`src/rtl/freq_gen_pkg.sv`:
```
// Shared defaults and state encoding for the programmable frequency generator.
package freq_gen_pkg;

  localparam int unsigned CLK_FREQ_DEF = 50_000_000;
  localparam int unsigned MAX_FREQ_DEF = 999_999;
  localparam int unsigned FREQ_W_DEF   = 20;
  localparam int unsigned HP_W_DEF     = 25;
  localparam int unsigned HALF_CLK     = CLK_FREQ_DEF / 2;

  typedef enum logic {
    IDLE,
    DIVIDE
  } gen_state_e;

endpackage

```
`src/rtl/programmable_frequency_generator_seq_divider.sv`:
```
// Restoring divider producing one quotient bit per clock; the quotient output
// only changes when a division completes.
module seq_divider
  import freq_gen_pkg::*;
#(
  parameter int unsigned FREQ_W = FREQ_W_DEF,
  parameter int unsigned HP_W   = HP_W_DEF
) (
  input  logic              clk,
  input  logic              rst,
  input  logic              start,
  input  logic [HP_W-1:0]   dividend,
  input  logic [FREQ_W-1:0] divisor,
  output logic              busy,
  output logic              done,
  output logic [HP_W-1:0]   quotient
);

  localparam int unsigned CNT_W = $clog2(HP_W + 1);

  logic [CNT_W-1:0]  iter;
  logic [FREQ_W:0]   rem;
  logic [FREQ_W+1:0] trial;
  logic [FREQ_W+1:0] diff;
  logic [HP_W-1:0]   shreg;
  logic [FREQ_W-1:0] dvs;
  logic              q_bit;

  // The borrow out of the trial subtraction decides the quotient bit.
  always_comb begin
    trial = {rem, shreg[HP_W-1]};
    diff  = trial - {2'b00, dvs};
    q_bit = ~diff[FREQ_W+1];
  end

  always_ff @(posedge clk or negedge rst) begin
    if (!rst) begin
      busy     <= 1'b0;
      done     <= 1'b0;
      quotient <= '0;
      iter     <= '0;
      rem      <= '0;
      shreg    <= '0;
      dvs      <= '0;
    end else begin
      done <= 1'b0;
      if (busy) begin
        rem   <= q_bit ? diff[FREQ_W:0] : trial[FREQ_W:0];
        shreg <= {shreg[HP_W-2:0], q_bit};
        iter  <= iter - CNT_W'(1);
        if (iter == CNT_W'(1)) begin
          busy     <= 1'b0;
          done     <= 1'b1;
          quotient <= {shreg[HP_W-2:0], q_bit};
        end
      end else if (start) begin
        busy  <= 1'b1;
        rem   <= '0;
        shreg <= dividend;
        dvs   <= divisor;
        iter  <= CNT_W'(HP_W);
      end
    end
  end

endmodule

```
`src/rtl/programmable_frequency_generator.sv`:
```
// 50 % duty square-wave source; load a frequency in Hz and the half-period is
// derived on-chip, with new periods applied only at toggle boundaries.
module programmable_frequency_generator
  import freq_gen_pkg::*;
#(
  parameter int unsigned CLK_FREQ = CLK_FREQ_DEF,
  parameter int unsigned MAX_FREQ = MAX_FREQ_DEF,
  parameter int unsigned FREQ_W   = FREQ_W_DEF,
  parameter int unsigned HP_W     = HP_W_DEF
) (
  input  logic              clk,
  input  logic              rst,
  input  logic [FREQ_W-1:0] freq_in,
  input  logic              load,
  input  logic              enable,
  output logic              signal_out,
  output logic              busy,
  output logic              done,
  output logic              err
);

  localparam logic [HP_W-1:0]   HALF       = HP_W'(CLK_FREQ / 2);
  localparam logic [FREQ_W-1:0] FREQ_LIMIT = FREQ_W'(MAX_FREQ);
  localparam logic [HP_W-1:0]   HP_ONE     = HP_W'(1);

  gen_state_e      state, state_next;
  logic            start, err_next, zero_next, zero_done, div_done;
  logic [HP_W-1:0] quotient;
  logic            pend_flag, pend_v;
  logic [HP_W-1:0] pend_hp, pend_hp_v;
  logic [HP_W-1:0] active_hp, cnt;

  seq_divider #(
    .FREQ_W (FREQ_W),
    .HP_W   (HP_W)
  ) u_div (
    .clk      (clk),
    .rst      (rst),
    .start    (start),
    .dividend (HALF),
    .divisor  (freq_in),
    .busy     (busy),
    .done     (div_done),
    .quotient (quotient)
  );

  always_comb begin
    state_next = state;
    start      = 1'b0;
    err_next   = 1'b0;
    zero_next  = 1'b0;
    case (state)
      IDLE: begin
        if (load) begin
          if (freq_in > FREQ_LIMIT) begin
            err_next = 1'b1;
          end else if (freq_in == '0) begin
            zero_next = 1'b1;
          end else begin
            start      = 1'b1;
            state_next = DIVIDE;
          end
        end
      end
      DIVIDE:  if (div_done) state_next = IDLE;
      default: state_next = IDLE;
    endcase
  end

  always_ff @(posedge clk or negedge rst) begin
    if (!rst) begin
      state     <= IDLE;
      err       <= 1'b0;
      zero_done <= 1'b0;
    end else begin
      state     <= state_next;
      err       <= err_next;
      zero_done <= zero_next;
    end
  end

  assign done = div_done | zero_done;

  // A result arriving this cycle is visible to the counter immediately, so a
  // toggle boundary coinciding with done already picks up the new half-period.
  always_comb begin
    pend_v    = pend_flag | done;
    pend_hp_v = zero_done ? '0 : (div_done ? quotient : pend_hp);
  end

  always_ff @(posedge clk or negedge rst) begin
    if (!rst) begin
      pend_flag  <= 1'b0;
      pend_hp    <= '0;
      active_hp  <= '0;
      cnt        <= '0;
      signal_out <= 1'b0;
    end else begin
      if (done) begin
        pend_flag <= 1'b1;
        pend_hp   <= pend_hp_v;
      end
      if (active_hp == '0) begin
        cnt        <= '0;
        signal_out <= 1'b0;
        if (pend_v) begin
          active_hp <= pend_hp_v;
          pend_flag <= 1'b0;
        end
      end else if (!enable) begin
        cnt        <= '0;
        signal_out <= 1'b0;
      end else if (cnt == active_hp - HP_ONE) begin
        cnt <= '0;
        if (pend_v) begin
          active_hp  <= pend_hp_v;
          pend_flag  <= 1'b0;
          signal_out <= (pend_hp_v != '0) & ~signal_out;
        end else begin
          signal_out <= ~signal_out;
        end
      end else begin
        cnt <= cnt + HP_ONE;
      end
    end
  end

endmodule

```
`config.mk`:
```
export PLATFORM = sky130hd
export DESIGN_NAME = programmable_frequency_generator
export DESIGN_NICKNAME = d
export VERILOG_FILES = /design/src/rtl/freq_gen_pkg.sv /design/src/rtl/programmable_frequency_generator_seq_divider.sv /design/src/rtl/programmable_frequency_generator.sv
export SDC_FILE = /design/constraint.sdc
export NUM_CORES = 1
export LEC_CHECK = 0
export CORE_ASPECT_RATIO = 1.4
export CORE_MARGIN = 2
export CORE_UTILIZATION = 37
export CTS_BUF_LIST = sky130_fd_sc_hd__clkbuf_8
export CTS_CLUSTER_SIZE = 10
export DETAILED_ROUTE_END_ITERATION = 8
export MAX_ROUTING_LAYER = met4
export PLACE_DENSITY_LB_ADDON = 0.08
export SLEW_MARGIN = 5
export SYNTH_ARGS = -nofsm -noshare
export SYNTH_HDL_FRONTEND = slang
export SYNTH_HIERARCHICAL = 1
export SYNTH_SLANG_ARGS = --single-unit
```
`constraint.sdc`:
```
create_clock -name clk -period 8.3 [get_ports clk]
set_input_delay 0.83 -clock clk [delete_from_list [all_inputs] [get_ports clk]]
set_output_delay 0.83 -clock clk [all_outputs]
set_load 0.02 [all_outputs]
```
Word level (Yosys, flattened, before mapping). Index checks and enable logic that the tools add are counted.

Add/subtract/negate cells: 4. Magnitude comparators: 1. Eq/ne operators: 3. Multiplexer cells: 43. Bitwise logic cells: 7. Reduce and logical (&&, ||, !) cells: 9.

Operator list (number): 25-bit 2-to-1 mux (11); 21-bit 2-to-1 mux (3); 1-bit 2-to-1 mux (26); 25-bit by 1-bit adder with 25-bit output, second input constant (1); 25-bit equality test (1); 25-bit logical NOT (1); 25-bit nonzero test (1); 25-bit by 1-bit subtractor with 25-bit output, second input constant (1); 22-bit by 20-bit subtractor with 22-bit output (1); 20-bit > comparator, second input constant (1); 20-bit logical NOT (1); 5-bit 2-to-1 mux (2); 2-bit AND reduction (3); 2-bit nonzero test (3); 5-bit by 1-bit equality test with 1-bit output, second input constant (1); 5-bit by 1-bit subtractor with 5-bit output, second input constant (1); 1-bit NOT (4); 3-bit by 1-bit inequality test with 1-bit output, second input constant (1); 1-bit bitwise OR (2); 1-bit one-hot mux with 2 select lines (1); 1-bit AND (1).

Register bits after elaboration: 178. Bits of input ports: 24. Output and inout bits: 4. Logic and storage cells: 82.

Longest topological paths before layout.
Depth in word-level cells: 8. Gate-level depth with buffers: 13. Gate-level depth less buffers: 11.

Modules after synthesis. Netlist, hierarchy kept.

By module, submodules not included: seq_divider (times used 1, cells an instance 580, area an instance 5205.0 µm², seq. area each 2452.4 µm²); programmable_frequency_generator (times used 1, cells an instance 451, area an instance 4609.4 µm², seq. area each 2001.9 µm²).

Least setup slack after synthesis. OpenSTA, ideal clock, no wires.

Kind: reg2reg. Start: register active_hp[8]. End: register active_hp[10]. Setup time: 0.125 ns. Arrival time: 3.527 ns. Data required time: 8.175 ns. Setup slack: 4.648 ns. Stages on the path, launching flop included: 12. Path buffers: 3. Period minus slack after synthesis: 3.652 ns. Cells stage by stage: dfrtp_1 > or4_1 > buf_2 > or4_4 > buf_6 > nor4_2 > a32o_1 > a21oi_2 > or4_4 > o31ai_4 > buf_8 > mux2_4.

Word-level cells in the longest chain between the ends: 4. Elaborated cells between the ends (all ways): 7. Classes of those cells: 1 x add/sub; 1 x eq/ne; 1 x mux; 4 x reduce/logical.

Ends and longest elaborated chain: start: declaration (RTL line programmable_frequency_generator.sv:31) `logic [HP_W-1:0] active_hp, cnt;`; start signal: assignment (RTL line programmable_frequency_generator.sv:107) `active_hp <= pend_hp_v;`; start signal: assignment (RTL line programmable_frequency_generator.sv:116) `active_hp <= pend_hp_v;`; 25-bit by 1-bit subtractor with 25-bit output (RTL line programmable_frequency_generator.sv:113) `end else if (cnt == active_hp - HP_ONE) begin`; 25-bit equality test (RTL line programmable_frequency_generator.sv:113); 2-bit nonzero test (no line); 2-bit AND reduction (no line).

Parallel ways exist; a longest one is shown, timed or not. A chain may end at the register's enable or synchronous reset.

Worst setup path after layout.
Start: register active_hp[4]. End: register cnt[9].

Word-level cells in the longest chain between the ends: 5. Elaborated cells between the ends (all ways): 6. Classes of those cells: 1 x add/sub; 1 x eq/ne; 3 x mux; 1 x reduce/logical.

Ends and longest elaborated chain: 25-bit by 1-bit subtractor with 25-bit output (RTL line programmable_frequency_generator.sv:113); 25-bit equality test (RTL line programmable_frequency_generator.sv:113); 25-bit 2-to-1 mux (RTL line programmable_frequency_generator.sv:113); 25-bit 2-to-1 mux (RTL line programmable_frequency_generator.sv:110) `end else if (!enable) begin`; 25-bit 2-to-1 mux (*) (RTL line programmable_frequency_generator.sv:103) `if (active_hp == '0) begin`; end signal: assignment (RTL line programmable_frequency_generator.sv:123) `cnt <= cnt + HP_ONE;`; end: declaration (RTL line programmable_frequency_generator.sv:31).

Every way passes the cells marked *; elsewhere a longest branch is shown, timed or not.

==> run metrics <==
outcome complete, no violations; pin count of the biggest net entering global routing 67; Finish-stage setup viols 0; number of antenna violations at the first check in global routing 0; RePlAce Congestion 0.8535; CTS resizes 0; Worst IR Drop VDD 0.2399 mV; maxcap violations 0; Setup TNS 0 ns; placed cells 1365; Die Area 0.02786 mm2; Ant. Diodes 0; Final Critical Period 4.904 ns; Arr. time, crit path 5.20 ns; CTS root buf clkbuf_8; vias in the first global route 7384; sequential cell area 0.004456 mm2; Final Non-Filler Cells 1397; Max FO, Critical Path 25; initial core utilization 37.60%; register area share after synthesis 45.39%; CP Launch Point active_hp[4]; post-CTS setup buffer count 0; Area after DPL 0.01044 mm2; Final Hold Viols 0; Worst Tran Pin Value 1.124 ns; Synth Warn # 6; Hold Crit Class primary input to async pin; cts hold-fix bufs 0; FF-to-FF End cnt[9]; Critical Path End cnt[9]; CP Launch Type flip-flop; Slew headroom 24.84%; Post-synth top flop dfrtp_1; final critical-path share of the clock period 59.08%; Distinct cells, synth 76; Filler cells 2598; Crit Path Category flip-flop to flip-flop; CTS buffer count 17; Slew Viols, Final 0; Avg Cell Area, Syn 9.519 um2; synthesized flop and latch total 178; growth of design area from synthesis to finish 10.38%; DRT Wirelength 22870 um; layout cell share with drive strength beyond 1 8.481%; grt total ovfl 0; Total Routing Usage GR 17.92%; Die Y 196.7 um; number of vias per cell 5.230; FF-to-FF path depth 8; Mapped Area 0.009814 mm2; leakage 4.873 nW; CP required 8.60 ns; r2r setup slk 3.40 ns; Mapped Cells 1031; Top-Level Pins 28; DR vias 7307; number of port buffers 27; fin nets 1109; worst-skew pair later-pin latency 0.46 ns; worst reg2reg startpoint active_hp[4]; multi-input logic area 0.005081 mm2; H-Tree Depth 4; RSZ-0062 raised after global routing no; DR pass1 iterations 4; num rows 70; Peak Freq 203.9 MHz; Setup Skew 0.01225 ns; pwr dens 336.6 mW/mm2; Post-DP HPWL 16520 um; core area 0.02610 mm2; CTS tree done; ys async rst share 100.0%; post-route DRC violation count 0; die extent in x 141.6 um; Final Cell Area 0.01083 mm2; First DRT Iteration DRCs 288; clock-pin slew on the worst setup and hold paths 0.09 ns; pre-CTS setup slack 3.358 ns; final antenna-violating net count 0; number of enable flip-flop cells after synthesis 0; routed len/inst 16.37 um; Worst setup EP type flip-flop; clock sinks 178; first-pass GRT wire length 38750 um; clock buffer depth 2; fin worst setup slack 3.396 ns
## where the power goes
| part | leakage (nW) | switching [mW] | internal, mW |
|---|---|---|---|
| Clock | 0.203 | 0.316 | 0.284 |
| Sequential | 2.33 | 0.176 | 1.14 |
| Combinational | 2.34 | 1.03 | 0.699 |
## logic make-up after synthesis
| group | synth area share, % |
|---|---|
| AOI/OAI and AO/OA | 12.57 |
| buffers and inverters | 3.824 |
| other | 0.07652 |
| adders and majority gates | 3.264 |
| DFF | 45.38 |
| and+or+nand+nor | 19.75 |
| muxes | 8.376 |
| xor gates and xnor gates | 6.757 |
## cell type report
type,instances,area share (%)
Timing Repair Buffer,39,3.361
Sequential cell,178,41.13
Multi-Input combinational cell,789,46.90
Clock buffer,23,2.922
Inverter,35,1.213
Clock inverter,9,0.7277
Tap cell,324,3.742
## critical path, cell delays in order (launching register included)
cell and delay (ns):
dfrtp_1 0.46, nor4_1 0.83, nand4_1 0.74, or4_1 0.70, a22oi_1 0.16, nand4_1 0.12
or4_1 0.68, o211ai_2 0.93, nor2_1 0.12
## sequential cells by signal (all words and copies together) (netlist names), 5 cells and up
register	cells
u_div/shreg	25
u_div/quotient	25
cnt	25
u_div/iter	5
pend_hp	25
u_div/dvs	20
u_div/rem	21
active_hp	25
## synth_stat cells, types with 5 or more instances
master | instances | area (um2)
or3_1 | 7 | 43.79
nand3_1 | 51 | 255.2
clkbuf_1 | 37 | 138.9
nor4_1 | 19 | 118.9
and3_1 | 10 | 62.56
nand2_1 | 164 | 615.6
a21oi_1 | 28 | 140.1
nor3_1 | 10 | 50.05
nand4_1 | 11 | 68.82
nor2b_1 | 10 | 62.56
o31ai_1 | 7 | 52.55
o21ai_0 | 65 | 325.3
ha_1 | 24 | 300.3
a31oi_1 | 8 | 50.05
nor2_1 | 81 | 304.0
mux2_4 | 15 | 225.2
a32oi_1 | 7 | 61.31
or4_1 | 12 | 90.09
mux2i_1 | 54 | 540.5
xor2_1 | 35 | 306.5
buf_2 | 6 | 30.03
dfrtp_1 | 178 | 4454
a21o_1 | 7 | 52.55
inv_1 | 34 | 127.6
or2_2 | 5 | 31.28
xnor2_1 | 37 | 324.1
mux2_2 | 5 | 56.30
nand2b_1 | 7 | 43.79
## through the flow
step	total power, mW	utilization (%)	hold slack, ns
after CTS	3.701	41.51	0.3142
after global placement	3.070	39.99	0.4518
final	3.646	41.51	0.3219
after detailed placement	3.085	39.99	0.4498
after global routing	3.988	41.51	0.3280
after floorplan	2.649	-	0.4196
## placed cells by master (no fill, tap or decap), drive strengths merged, types with 7 or more instances in the layout
master,synthesis,layout
a21o,7,7
a21oi,30,30
a31oi,9,9
a32oi,7,7
and3,10,10
buf,15,12
clkbuf,37,24
clkdlybuf4s50,0,26
conb,2,25
dfrtp,178,178
ha,24,24
inv,34,37
mux2,20,20
mux2i,54,54
nand2,164,164
nand2b,7,7
nand3,51,51
nand4,11,11
nor2,81,81
nor2b,10,10
nor3,10,10
nor4,20,20
o21ai,68,68
o31ai,8,8
or3,7,7
or4,16,16
xnor2,38,38
xor2,36,36
## metal layers
metal,vias up,wire [um],GRT usage (%)
met2,81,12030,31.50
met1,3543,10030,21.37
met5,-,0,-
met4,0,371,5.111
met3,24,443,2.600
li1,3659,-,-
## how the worst min path moves through the flow
| stage | slack, ns | cells after the start | end | start |
|---|---|---|---|---|
| final | 0.32 | 1 | cnt[16] | rst |
| after global routing | 0.33 | 1 | cnt[16] | rst |
| after CTS | 0.31 | 1 | cnt[18] | rst |
| after global placement | 0.45 | 1 | err | state |
| after floorplan | 0.42 | 1 | err | state |
| after detailed placement | 0.45 | 1 | err | state |
Power figures use the tool's default switching activity.
